[config.mk]
export PLATFORM = sky130hd
export DESIGN_NAME = covox_sd_dac
export DESIGN_NICKNAME = d
export VERILOG_FILES = /design/src/rtl/covox_pkg.sv /design/src/rtl/covox_sd_dac_sd_dac1.sv /design/src/rtl/covox_sd_dac.sv
export SDC_FILE = /design/constraint.sdc
export NUM_CORES = 1
export LEC_CHECK = 0
export ABC_AREA = 1
export CORE_ASPECT_RATIO = 0.6
export CORE_MARGIN = 3
export CORE_UTILIZATION = 59
export DETAILED_ROUTE_END_ITERATION = 7
export PLACE_DENSITY = 0.91
export SLEW_MARGIN = 20
export SYNTH_ARGS = -nofsm -noshare
export SYNTH_HDL_FRONTEND = slang
export SYNTH_SLANG_ARGS = --single-unit
[constraint.sdc]
create_clock -name cpu_clock -period 2.8 [get_ports cpu_clock]
set_input_delay 0.56 -clock cpu_clock [delete_from_list [all_inputs] [get_ports cpu_clock]]
set_output_delay 0.56 -clock cpu_clock [all_outputs]
set_load 0.1 [all_outputs]
[src/rtl/covox_pkg.sv]
// covox_pkg: shared types and constants for the Covox sigma-delta DAC.
//   covox_state_e  - controller state (IDLE / PLAY / DECAY)
//   MID_LEVEL      - mid-scale sample the output rests at when idle
//   DEF_*          - default timeout, decay divider and beeper mix level
//   sat8()         - clamp a 10-bit sum to 8 bits
package covox_pkg;

  typedef enum logic [1:0] {
    ST_IDLE  = 2'd0,
    ST_PLAY  = 2'd1,
    ST_DECAY = 2'd2
  } covox_state_e;

  localparam logic [7:0] MID_LEVEL        = 8'h80;
  localparam int         DEF_IDLE_TIMEOUT = 65535;
  localparam int         DEF_DECAY_DIV    = 256;
  localparam logic [7:0] DEF_BEEP_LVL     = 8'h40;

  function automatic logic [7:0] sat8(input logic [9:0] v);
    return (v > 10'd255) ? 8'hFF : v[7:0];
  endfunction

endpackage

[src/rtl/covox_sd_dac_sd_dac1.sv]
// sd_dac1: 8-bit first-order sigma-delta modulator.
//   clk     - clock
//   rst_n   - asynchronous active-low reset
//   level   - 8-bit input level, duty of dac_out is level/256
//   dac_out - registered 1-bit stream (carry out of the accumulator)
// The accumulator is only cleared by reset so level changes never glitch.
module sd_dac1 (
  input  logic       clk,
  input  logic       rst_n,
  input  logic [7:0] level,
  output logic       dac_out
);

  logic [7:0] acc_q, acc_d;
  logic       dac_q, dac_d;

  always_comb begin
    {dac_d, acc_d} = {1'b0, acc_q} + {1'b0, level};
  end

  always_ff @(posedge clk or negedge rst_n) begin
    if (!rst_n) begin
      acc_q <= 8'h00;
      dac_q <= 1'b0;
    end else begin
      acc_q <= acc_d;
      dac_q <= dac_d;
    end
  end

  assign dac_out = dac_q;

endmodule

[src/rtl/covox_sd_dac.sv]
// covox_sd_dac: Covox port writes -> 1-bit sigma-delta audio output.
//   cpu_clock - system clock (Z80 bus and decoder strobes synchronous)
//   reset     - asynchronous active-low reset
//   covox     - write strobe from port decoder, active high, >= 2 clocks
//   d         - Z80 data bus, stable while covox=1
//   beeper    - latched beeper bit (used only with COVOX_BEEPER_MIX_EN)
//   tapeout   - latched tapeout bit (used only with COVOX_BEEPER_MIX_EN)
//   dac_out   - sigma-delta bitstream to the RC filter
//   sample    - current sample after decay, never includes the mix
//   active    - 1 while in PLAY or DECAY
// Build option: define COVOX_BEEPER_MIX_EN to mix beeper/tapeout into the
// modulator level; undefined, those inputs are ignored.
//
// state    | meaning
// ST_IDLE  | no recent writes, sample parked at mid-scale
// ST_PLAY  | writes arriving, idle counter running
// ST_DECAY | timed out, sample stepping one LSB toward mid-scale
module covox_sd_dac
  import covox_pkg::*;
#(
  parameter int         IDLE_TIMEOUT = DEF_IDLE_TIMEOUT,
  parameter int         DECAY_DIV    = DEF_DECAY_DIV,
  parameter logic [7:0] BEEP_LVL     = DEF_BEEP_LVL
) (
  input  logic       cpu_clock,
  input  logic       reset,
  input  logic       covox,
  input  logic [7:0] d,
  input  logic       beeper,
  input  logic       tapeout,
  output logic       dac_out,
  output logic [7:0] sample,
  output logic       active
);

  localparam logic [15:0] TMO_LAST = 16'(IDLE_TIMEOUT - 1);
  localparam logic [7:0]  DIV_LAST = 8'(DECAY_DIV - 1);

  // Strobe pipeline
  logic       cov_q, cov_d;
  logic       cov_p_q, cov_p_d;
  logic [7:0] din_q, din_d;
  logic       wr;

  always_comb begin
    cov_d   = covox;
    cov_p_d = cov_q;
    din_d   = d;
  end

  // One event per strobe regardless of its width
  assign wr = cov_q & ~cov_p_q;

  // Controller
  covox_state_e state_q, state_d;
  logic [7:0]   sample_q, sample_d;
  logic [15:0]  idle_cnt_q, idle_cnt_d;
  logic [7:0]   presc_q, presc_d;
  logic         active_q, active_d;

  always_comb begin
    state_d    = state_q;
    sample_d   = sample_q;
    idle_cnt_d = idle_cnt_q;
    presc_d    = presc_q;
    case (state_q)
      ST_IDLE: begin
        sample_d = MID_LEVEL;
        if (wr) begin
          state_d    = ST_PLAY;
          sample_d   = din_q;
          idle_cnt_d = 16'h0000;
          presc_d    = 8'h00;
        end
      end
      ST_PLAY: begin
        // A write always takes priority over the timeout
        if (wr) begin
          sample_d   = din_q;
          idle_cnt_d = 16'h0000;
          presc_d    = 8'h00;
        end else if (idle_cnt_q == TMO_LAST) begin
          state_d = ST_DECAY;
          presc_d = 8'h00;
        end else begin
          idle_cnt_d = idle_cnt_q + 16'd1;
        end
      end
      ST_DECAY: begin
        if (wr) begin
          state_d    = ST_PLAY;
          sample_d   = din_q;
          idle_cnt_d = 16'h0000;
          presc_d    = 8'h00;
        end else if (sample_q == MID_LEVEL) begin
          state_d = ST_IDLE;
        end else if (presc_q == DIV_LAST) begin
          presc_d  = 8'h00;
          sample_d = (sample_q > MID_LEVEL) ? sample_q - 8'd1 : sample_q + 8'd1;
        end else begin
          presc_d = presc_q + 8'd1;
        end
      end
      default: begin
        state_d  = ST_IDLE;
        sample_d = MID_LEVEL;
      end
    endcase
    active_d = (state_d != ST_IDLE);
  end

  always_ff @(posedge cpu_clock or negedge reset) begin
    if (!reset) begin
      cov_q      <= 1'b0;
      cov_p_q    <= 1'b0;
      din_q      <= 8'h00;
      state_q    <= ST_IDLE;
      sample_q   <= MID_LEVEL;
      idle_cnt_q <= 16'h0000;
      presc_q    <= 8'h00;
      active_q   <= 1'b0;
    end else begin
      cov_q      <= cov_d;
      cov_p_q    <= cov_p_d;
      din_q      <= din_d;
      state_q    <= state_d;
      sample_q   <= sample_d;
      idle_cnt_q <= idle_cnt_d;
      presc_q    <= presc_d;
      active_q   <= active_d;
    end
  end

  // Modulator level
  logic [7:0] level;

`ifdef COVOX_BEEPER_MIX_EN
  logic       beep_q, beep_d;
  logic       tape_q, tape_d;
  logic [9:0] mix_sum;

  always_comb begin
    beep_d  = beeper;
    tape_d  = tapeout;
    mix_sum = {2'b00, sample_q}
            + (beep_q ? {2'b00, BEEP_LVL} : 10'd0)
            + (tape_q ? {4'b0000, BEEP_LVL[7:2]} : 10'd0);
    level   = sat8(mix_sum);
  end

  always_ff @(posedge cpu_clock or negedge reset) begin
    if (!reset) begin
      beep_q <= 1'b0;
      tape_q <= 1'b0;
    end else begin
      beep_q <= beep_d;
      tape_q <= tape_d;
    end
  end
`else
  logic unused_mix;
  assign unused_mix = ^{beeper, tapeout, BEEP_LVL};
  assign level      = sample_q;
`endif

  sd_dac1 u_sd_dac1 (
    .clk     (cpu_clock),
    .rst_n   (reset),
    .level   (level),
    .dac_out (dac_out)
  );

  assign sample = sample_q;
  assign active = active_q;

endmodule

==> qor.json <==
{
  "synth": {
    "count_of_flip_flops_with_a_built_in_enable_after_synthesis": 0,
    "synth-main-ff-cell": "sky130_fd_sc_hd__dfrtp_1",
    "yosysUniqueCellTypes": 41,
    "ys_warn_count": 0,
    "netlist.top_cell.by_area": "sky130_fd_sc_hd__dfrtp_1",
    "synth.yosys.seq_area_share": 0.417,
    "mappedNetlistNets": 439,
    "synth_async_sr_flop_share": 1.00,
    "synth_instances": 412,
    "synth.top_cells.by_count": "sky130_fd_sc_hd__nand2_1, sky130_fd_sc_hd__inv_1, sky130_fd_sc_hd__dfrtp_1",
    "netlist_top_cells_area": "sky130_fd_sc_hd__dfrtp_1, sky130_fd_sc_hd__nand2_1, sky130_fd_sc_hd__inv_1, sky130_fd_sc_hd__ha_1, sky130_fd_sc_hd__nand3_1",
    "ys_seq_elements": 54,
    "synth.avg_cell_area_um2": 7.87,
    "yosysMostFrequentCell": "sky130_fd_sc_hd__nand2_1",
    "synth.top_cell.area_share": 0.409,
    "post_synth_instance_area_um2": 3240
  },
  "power_and_ir_drop": {
    "pwr-share-comb": 0.392,
    "switching_share": 0.396,
    "cellPowerDensity_nw_per_um2": 701,
    "vdd.ir_drop.worst_uv": 502,
    "cellLeakagePower_nw": 1.81,
    "power.internal_mw": 1.53,
    "switching_power_mw": 1.00,
    "clockPowerShare": 0.213,
    "power_frac_seq": 0.395
  },
  "sta": {
    "setup_total_negative_slack_ns": 0,
    "finalSetupViolations": 0,
    "tightest_slew_ns": 0.735,
    "fin_skew_ns": 0.0102,
    "final_period_minus_worst_setup_slack_ns": 2.41,
    "slew-limit-headroom": 0.507,
    "report.final.slew_viol_count": 0,
    "clock.fmax_ghz": 0.414,
    "grt_setup_unrepaired": "false",
    "layout_worst_path_cycle_share": 0.862,
    "finalWorstSetupSlack_ns": 0.386,
    "finalHoldViolCount": 0
  },
  "floorplan": {
    "design.core.area_um2": 5180,
    "initial_core_util": 0.626,
    "core_rows": 20,
    "die_w_um": 102,
    "fp.dieH_um": 63.4,
    "die_area_um2": 6450,
    "floorplan.io_pins": 23
  },
  "setup_path": {
    "timing.setup.critical_path_class": "reg -> reg",
    "timing.critical_path.from_type": "register",
    "cp-end-kind": "register",
    "cp.arrival_ns": 2.63,
    "critical_path.max_fanout": 9,
    "cp.required_ns": 3.01
  },
  "cts": {
    "clock_tree_from_tritoncts": "done",
    "cts_max_level": 2,
    "cts_max_path_buffers": 2,
    "post_cts.resized_instances": 0,
    "clk_transition_reported_paths_ns": 0.10,
    "cts_buffers": 5,
    "clk_root_buffer_cell": "sky130_fd_sc_hd__clkbuf_8",
    "post_cts.repair.setup_buffers": 0,
    "tritoncts_num_sinks": 54,
    "clock_latency_ns": 0.31,
    "cts_hold_buf": 0
  },
  "layout": {
    "drive_gt1_frac": 0.142,
    "final_nets": 465,
    "layout.filler_cells": 400,
    "utilization": 0.695,
    "num_antenna_cells": 0,
    "synthToLayoutAreaGrowth_pct": 11.0
  },
  "worst_hold_path": {
    "worst_hold_path_type": "in -> async"
  },
  "global_routing": {
    "met3_usage": 0.0498,
    "global_route.usage.total": 0.234,
    "top_usage_layer": "met1",
    "grt_pass1_vias": 2542,
    "grt_antenna_before_repair": 0,
    "use_met1": 0.356,
    "gr-total-overflow": 0,
    "gr-usage-met2": 0.338,
    "grt_pass1_wl_um": 11900,
    "grt_start_max_net_pins": 22
  },
  "placement": {
    "globalplace.congestion": 0.944,
    "placement.io_buffers": 20,
    "hpwl_um": 5450,
    "pre_cts_slack_ns": 0.442
  },
  "routing": {
    "firstDrtPassIters": 7,
    "count_of_antenna_violating_nets_left_after_detailed_routing": 0,
    "route.final.wire_length_um": 7000,
    "num_vias": 2805,
    "drc_errors": 0,
    "drtIter0Drc": 207,
    "avgViaCountPerCell": 5.57,
    "post_drt_wl_per_cell_um": 13.9
  },
  "run": {
    "maxCapViolations": 0
  },
  "run_status": {
    "run_status": "finished clean"
  }
}
## cell usage in the layout (no fill, tap or decap), types with 2 or more instances in the layout
cell	synthesis	final
sky130_fd_sc_hd__nand2_1	89	89
sky130_fd_sc_hd__inv_1	62	62
sky130_fd_sc_hd__dfrtp_1	53	53
sky130_fd_sc_hd__nor2_1	33	33
sky130_fd_sc_hd__nand3_1	28	28
sky130_fd_sc_hd__a21oi_1	25	25
sky130_fd_sc_hd__o21ai_0	24	24
sky130_fd_sc_hd__ha_1	13	13
sky130_fd_sc_hd__buf_4	2	13
sky130_fd_sc_hd__clkdlybuf4s50_1	0	9
sky130_fd_sc_hd__inv_2	8	8
sky130_fd_sc_hd__nand2_2	8	8
sky130_fd_sc_hd__xor2_1	8	8
sky130_fd_sc_hd__nor2_4	6	6
sky130_fd_sc_hd__nand4_1	6	6
sky130_fd_sc_hd__clkbuf_8	0	6
sky130_fd_sc_hd__nand3_2	5	5
sky130_fd_sc_hd__nor3_1	5	5
sky130_fd_sc_hd__nor2_2	4	4
sky130_fd_sc_hd__o21ai_1	4	4
sky130_fd_sc_hd__nand2_4	2	2
sky130_fd_sc_hd__a21o_1	2	2
sky130_fd_sc_hd__xnor2_1	2	2
sky130_fd_sc_hd__a2bb2oi_1	2	2
sky130_fd_sc_hd__o21a_1	2	2
sky130_fd_sc_hd__or2_2	2	2
## layout make-up
class	instances	area [µm²]	area share
timing repair buffer	23	193	0.0535
sequential	54	1350	0.376
clock inverter	1	30.0	0.00834
multi-input combinational	284	1600	0.444
tap	66	82.6	0.0229
inverter	70	263	0.0730
clock buffer	6	82.6	0.0229
## stage by stage
step	power, mW	hold slack, ns	instances	area [µm²]
6_report	2.53	0.175	504	3600
3_5_place_dp	1.99	0.371	497	3490
4_1_cts	2.53	0.191	504	3600
2_1_floorplan	1.76	0.264	412	3240
3_3_place_gp	1.94	0.360	497	3490
5_1_grt	2.70	0.206	504	3600
## kinds of logic after synthesis
family | after synthesis | share of synthesized area
AO/OA/AOI/OAI | 65 | 0.111
XOR/XNOR | 10 | 0.0270
adder cells (fa/ha/maj) | 14 | 0.0563
buffers and inverters | 74 | 0.0903
flip-flops | 54 | 0.417
AND/OR/NAND/NOR | 195 | 0.298
## power by group through the flow
stage	Sequential, mW	Clock, mW	Combinational [mW]
detailed placement	1.01	0	0.979
floorplan	1.18	0	0.584
global route	1.01	0.587	1.10
global placement	1.01	0	0.937
CTS	0.997	0.546	0.989
finish	0.999	0.537	0.990
## final timing paths
path / depth (start not counted) / start / endpoint / slack, ns
min in group cpu_clock: 0 / cov_p_d / cov_p_q / 0.39
setup reg to reg: 16 / sample[1] / sample[6] / 0.39
hold / removal: 1 / reset / u_sd_dac1.acc_q[7] / 0.18
setup / recovery: 16 / sample[1] / sample[6] / 0.39
max in group asynchronous: 2 / reset / sample[7] / 1.96
hold reg to reg: 0 / cov_p_d / cov_p_q / 0.39
## registers in the layout (all words and copies together), names as in the netlist, 2 cells and up
name,cells
state_q,2
din_q,8
presc_q,8
u_sd_dac1.acc_q,8
sample,8
idle_cnt_q,16
## routing by layer
metal / share of wire / wire length (µm)
met1: 0.48 / 3350
met4: 0.0087 / 61
met2: 0.43 / 3000
met3: 0.084 / 589
met5: 0 / 0
## critical path: stages (launching register included)
cell                      delay (ns)
sky130_fd_sc_hd__dfrtp_1        0.46
sky130_fd_sc_hd__inv_1          0.20
sky130_fd_sc_hd__nand2_1        0.12
sky130_fd_sc_hd__nor2_4         0.13
sky130_fd_sc_hd__nand2_4        0.12
sky130_fd_sc_hd__nand2_4        0.12
sky130_fd_sc_hd__inv_1          0.08
sky130_fd_sc_hd__ha_1           0.31
sky130_fd_sc_hd__inv_1          0.09
sky130_fd_sc_hd__a21oi_1        0.14
sky130_fd_sc_hd__nand3_1        0.15
sky130_fd_sc_hd__nand3_1        0.10
sky130_fd_sc_hd__nand3_1        0.07
sky130_fd_sc_hd__nand2_1        0.07
sky130_fd_sc_hd__nand2_1        0.04
sky130_fd_sc_hd__nand2_1        0.05
sky130_fd_sc_hd__nand2_1        0.05
Note: power is estimated with default switching activity, not from simulation.
